===== src/rtl/instruction_sequencer.sv =====
// Instruction sequencer: IR + 4-phase step counter, one-entry pending buffer; ir valid 1 cycle after accept, done 4 cycles after.
// Backpressure: ready drops while the pending slot is full; hold stalls ir/cont but pending still accepts.
module instruction_sequencer #(
    parameter int IW    = 9,
    parameter int RET_W = 16
) (
    input  logic             clock,
    input  logic             resetn,
    input  logic             run,
    input  logic [IW-1:0]    din,
    output logic             ready,
    input  logic             hold,
    output logic [IW-1:0]    ir,
    output logic [1:0]       cont,
    output logic             busy,
    output logic             done,
    output logic [RET_W-1:0] retired
);

    typedef enum logic {S_IDLE, S_EXEC} state_t;

    state_t            state_q, state_d;
    logic [IW-1:0]     ir_q, ir_d;
    logic [1:0]        cont_q, cont_d;
    logic [IW-1:0]     pend_q, pend_d;
    logic              pend_vld_q, pend_vld_d;
    logic [RET_W-1:0]  retired_q, retired_d;
    logic              xfer;
    logic              last_phase;

    assign xfer       = run & ~pend_vld_q;
    assign last_phase = (state_q == S_EXEC) & (cont_q == 2'b11) & ~hold;

    always_ff @(posedge clock) begin
        if (resetn) begin
            state_q    <= S_IDLE;
            ir_q       <= '0;
            cont_q     <= 2'b00;
            pend_q     <= '0;
            pend_vld_q <= 1'b0;
            retired_q  <= '0;
        end else begin
            state_q    <= state_d;
            ir_q       <= ir_d;
            cont_q     <= cont_d;
            pend_q     <= pend_d;
            pend_vld_q <= pend_vld_d;
            retired_q  <= retired_d;
        end
    end

    always_comb begin
        state_d    = state_q;
        ir_d       = ir_q;
        cont_d     = cont_q;
        pend_d     = pend_q;
        pend_vld_d = pend_vld_q;
        retired_d  = retired_q;
        case (state_q)
            S_IDLE: begin
                if (xfer) begin
                    ir_d    = din;
                    cont_d  = 2'b00;
                    state_d = S_EXEC;
                end
            end
            S_EXEC: begin
                if (!hold) begin
                    if (cont_q != 2'b11) begin
                        cont_d = cont_q + 2'b01;
                    end else begin
                        cont_d    = 2'b00;
                        retired_d = retired_q + 1'b1;
                        if (pend_vld_q) begin
                            ir_d       = pend_q;
                            pend_vld_d = 1'b0;
                        end else if (xfer) begin
                            ir_d = din;
                        end else begin
                            state_d = S_IDLE;
                        end
                    end
                end
                // A word arriving on the retiring edge bypasses straight into ir instead.
                if (xfer && !last_phase) begin
                    pend_d     = din;
                    pend_vld_d = 1'b1;
                end
            end
            default: state_d = S_IDLE;
        endcase
    end

    always_comb begin
        ready   = ~pend_vld_q;
        busy    = (state_q == S_EXEC);
        done    = last_phase;
        ir      = ir_q;
        cont    = cont_q;
        retired = retired_q;
    end

endmodule


===== config.mk =====
export PLATFORM = sky130hd
export DESIGN_NAME = instruction_sequencer
export DESIGN_NICKNAME = d
export VERILOG_FILES = /design/src/rtl/instruction_sequencer.sv
export SDC_FILE = /design/constraint.sdc
export NUM_CORES = 1
export LEC_CHECK = 0
export ABC_CLOCK_PERIOD_IN_PS = 2100
export BUFFER_PORTS_ARGS = -buffer_cell sky130_fd_sc_hd__buf_2
export CORE_MARGIN = 1
export CORE_UTILIZATION = 51
export DETAILED_ROUTE_END_ITERATION = 7
export PLACE_DENSITY = 0.84
export SYNTH_ARGS = -nofsm -noshare
export SYNTH_HDL_FRONTEND = slang
export SYNTH_SLANG_ARGS = --single-unit

===== constraint.sdc =====
create_clock -name clock -period 2.1 [get_ports clock]
set_input_delay 0 -clock clock [delete_from_list [all_inputs] [get_ports clock]]
set_output_delay 0 -clock clock [all_outputs]
set_load 0.02 [all_outputs]

==> flow_summary.json <==
{
  "regToRegEndpoint": "retired[13]$_SDFFE_PP0P_",
  "tns_ns": 0,
  "run_status": "complete, but fails checks",
  "globalRouteMet3Util_pct": 7.03,
  "critPathLaunch": "cont[0]$_SDFFE_PP0P_",
  "relSlewSlack_pct": 52.5,
  "fin_skew_ns": 0.00832,
  "row_count": 19,
  "holdPathStages": 2,
  "syn_inst": 176,
  "diodes": 0,
  "initialDrtViolationCount": 60,
  "synth_top_family_by_area": "simple AND/OR/NAND/NOR gates",
  "drv_cap": 0,
  "die_y_um": 57.3,
  "port_buffers": 42,
  "failed_checks": "design-rule violations",
  "cp-start-kind": "flip-flop",
  "syn_nets": 191,
  "min_path_type": "primary input to flip-flop",
  "dp_cells": 244,
  "initial_core_util_pct": 55.2,
  "insertion_delay_ns": 0.33,
  "muxShareOfSynthArea_pct": 5.77,
  "cts_buffers": 5,
  "reg2reg_depth": 5,
  "grt_max_degree": 39,
  "core_um2": 2830,
  "area_delta_synth_final_pct": 26.5,
  "clock_path_buffers": 2,
  "clk_pin_slew_ns": 0.11,
  "grtUsageTotal_pct": 22.3,
  "antenna_found_initial": 0,
  "wirelength_mm": 3.33,
  "clockRootBuffer": "clkbuf_4",
  "crit_type": "flip-flop to flip-flop",
  "drive_gt1_share_pct": 23.5,
  "ys_types": 30,
  "cts.sinks": 38,
  "top_usage_layer": "met2",
  "cp.required_ns": 2.37,
  "rrSetupSlack_ns": 0.20,
  "synthSimpleGateAreaFrac_pct": 20.4,
  "r2r-start": "cont[0]$_SDFFE_PP0P_",
  "finalSetupViolCount": 0,
  "cts_tree": "yes",
  "grt_pass1_vias": 1244,
  "clock.fmax_mhz": 527,
  "hold_viol": 0,
  "dieArea_um2": 3280,
  "hp-start": "resetn",
  "syn_area_per_cell_um2": 8.87,
  "grt_use_met2_pct": 33.3,
  "synth-seq-area-share_pct": 48.8,
  "worstMarginPinSlew_ns": 0.710,
  "grt_remaining_overflow": 0,
  "dp_hpwl_mm": 2.17,
  "arrival_ns": 2.17,
  "instances_no_fill": 261,
  "drt_pre_antenna_iters": 6,
  "pin_count": 43,
  "yosys_warnings": 0,
  "drtAntennaViolNets": 0,
  "end_kind": "flip-flop",
  "power_per_cell_area_nw_per_um2": 722,
  "synth-seq-cells": 38,
  "dr_total_vias": 1426,
  "yosysTopAreaCell": "dfxtp_1",
  "drc_errors": 2,
  "rsz0062_at_grt": "no",
  "gp_congestion": 0.740,
  "die_w_um": 57.3,
  "grt_util_met1_pct": 30.1,
  "wl_per_cell_um": 12.8,
  "post-route-period-util_pct": 90.4,
  "grt_pass1_wl_mm": 5.62,
  "hold_end": "pend_q[0]$_SDFFE_PP0P_",
  "viasPerCell": 5.46,
  "synth_area_um2": 1560,
  "leakagePower_nw": 0.868,
  "synth_top_cell_area_share_pct": 48.8,
  "ys_top_cells_by_area": "dfxtp_1 49%, nor2_1 7.2%, mux2i_1 5.8%, xnor2_1 4.5%, a211oi_1 4.3%",
  "h-tree-depth": 2,
  "synth_compound_area_share_pct": 14.3,
  "worstPathMaxFanout": 5,
  "finalNetCount": 244,
  "yosys.area_share.xor_xnor_pct": 5.61,
  "fin_crit_ns": 1.90,
  "drv_slew": 0,
  "vdd_drop_max_uv": 545,
  "synth_fa_ha_area_share_pct": 1.60
}
power by group:
part / internal (mW) / switching (mW) / leakage, nW
registers: 0.751 / 0.0188 / 0.309
logic: 0.0763 / 0.105 / 0.519
clock network: 0.253 / 0.220 / 0.0395
metrics by stage:
stage	worst slack [ns]	hold slack (ns)	area, um^2	power (mW)	util, %
detailed placement	0.224	0.256	1800	0.953	63.7
CTS	0.205	0.163	1970	1.43	69.5
floorplan	0.158	0.144	1560	0.899	-
global route	0.0793	0.169	1970	1.50	69.7
global placement	0.289	0.252	1800	0.951	63.7
finish	0.202	0.172	1970	1.42	69.7
flip-flops by register name, summed over array words and instances (netlist names):
name        count
pend_q          9
busy            1
cont            2
ir              9
retired        16
pend_vld_q      1
routing by layer:
metal | share of wire, % | wire (um) | vias up
met4 | 1.9 | 62 | 0
met5 | 0 | 0 | -
met3 | 5.1 | 170 | 8
met1 | 46 | 1550 | 651
li1 | - | - | 729
met2 | 47 | 1550 | 38
Yosys cell counts:
library cell and instances:
or3_1 4, or4_4 1, mux2i_1 9, a21oi_1 8, nand3_1 3, a2bb2oi_1 1
clkinv_1 1, nand2b_1 3, a22oi_1 1, buf_1 1, a211oi_1 9, and2_1 1
o21ai_0 4, inv_1 6, nand4_1 6, ha_1 2, nand2_1 9, nor3_1 5
dfxtp_1 38, nand3b_1 1, clkbuf_1 7, o22ai_1 9, xor2_1 2, xnor2_1 8
o21a_1 1, nor2_1 30, nor4_1 3, and3_1 1, a31o_2 1, a31oi_1 1
placed cells by master (no fill, tap or decap), types with 2 or more instances in the layout:
cell type | Yosys | routed
nor3_1 | 5 | 5
o21ai_0 | 4 | 4
clkbuf_1 | 7 | 2
nand4_1 | 6 | 6
buf_4 | 0 | 3
xor2_1 | 2 | 2
dfxtp_1 | 38 | 38
nand3_1 | 3 | 3
nor2_1 | 30 | 30
inv_1 | 6 | 6
nand2b_1 | 3 | 3
nand2_1 | 9 | 9
a21oi_1 | 8 | 8
ha_1 | 2 | 2
or3_1 | 4 | 4
dlygate4sd3_1 | 0 | 9
clkbuf_4 | 0 | 5
mux2i_1 | 9 | 9
o22ai_1 | 9 | 9
xnor2_1 | 8 | 8
a211oi_1 | 9 | 9
buf_2 | 0 | 42
nor4_1 | 3 | 2
logic make-up after synthesis:
| kind of cell | after synthesis |
|---|---|
| AO/OA/AOI/OAI | 35 |
| XOR/XNOR | 10 |
| flip-flops | 38 |
| multiplexers | 9 |
| buffers and inverters | 15 |
| adder cells (fa/ha/maj) | 2 |
| AND/OR/NAND/NOR | 67 |
what timing repair did:
action,CTS,global route
setup buffers,0,0
hold endpoints to repair,9,0
endpoints found under the setup margin,0,1
resized for setup,0,1
hold buffers,9,0
worst max-delay path by stage:
stage                                to
5_1_grt          pend_q[7]$_SDFFE_PP0P_
6_report       retired[13]$_SDFFE_PP0P_
3_3_place_gp   retired[13]$_SDFFE_PP0P_
4_1_cts        retired[13]$_SDFFE_PP0P_
2_1_floorplan  retired[15]$_SDFFE_PP0P_
3_5_place_dp   retired[13]$_SDFFE_PP0P_
worst max-delay path, cell delays in order, from the launching register on:
cell and delay (ns):
dfxtp_1 0.38, ha_1 0.24, nand3b_1 0.12, or4_4 0.58, or3_1 0.36, a21oi_1 0.15
final cells by class:
cell class | count | area, um^2
fill | 225 | 856
sequential | 38 | 761
multi-input combinational | 123 | 749
timing repair buffer | 54 | 323
clock buffer | 7 | 45.0
tap | 31 | 38.8
clock inverter | 1 | 30.0
inverter | 7 | 26.3
Note: power is estimated with default switching activity, not from simulation.
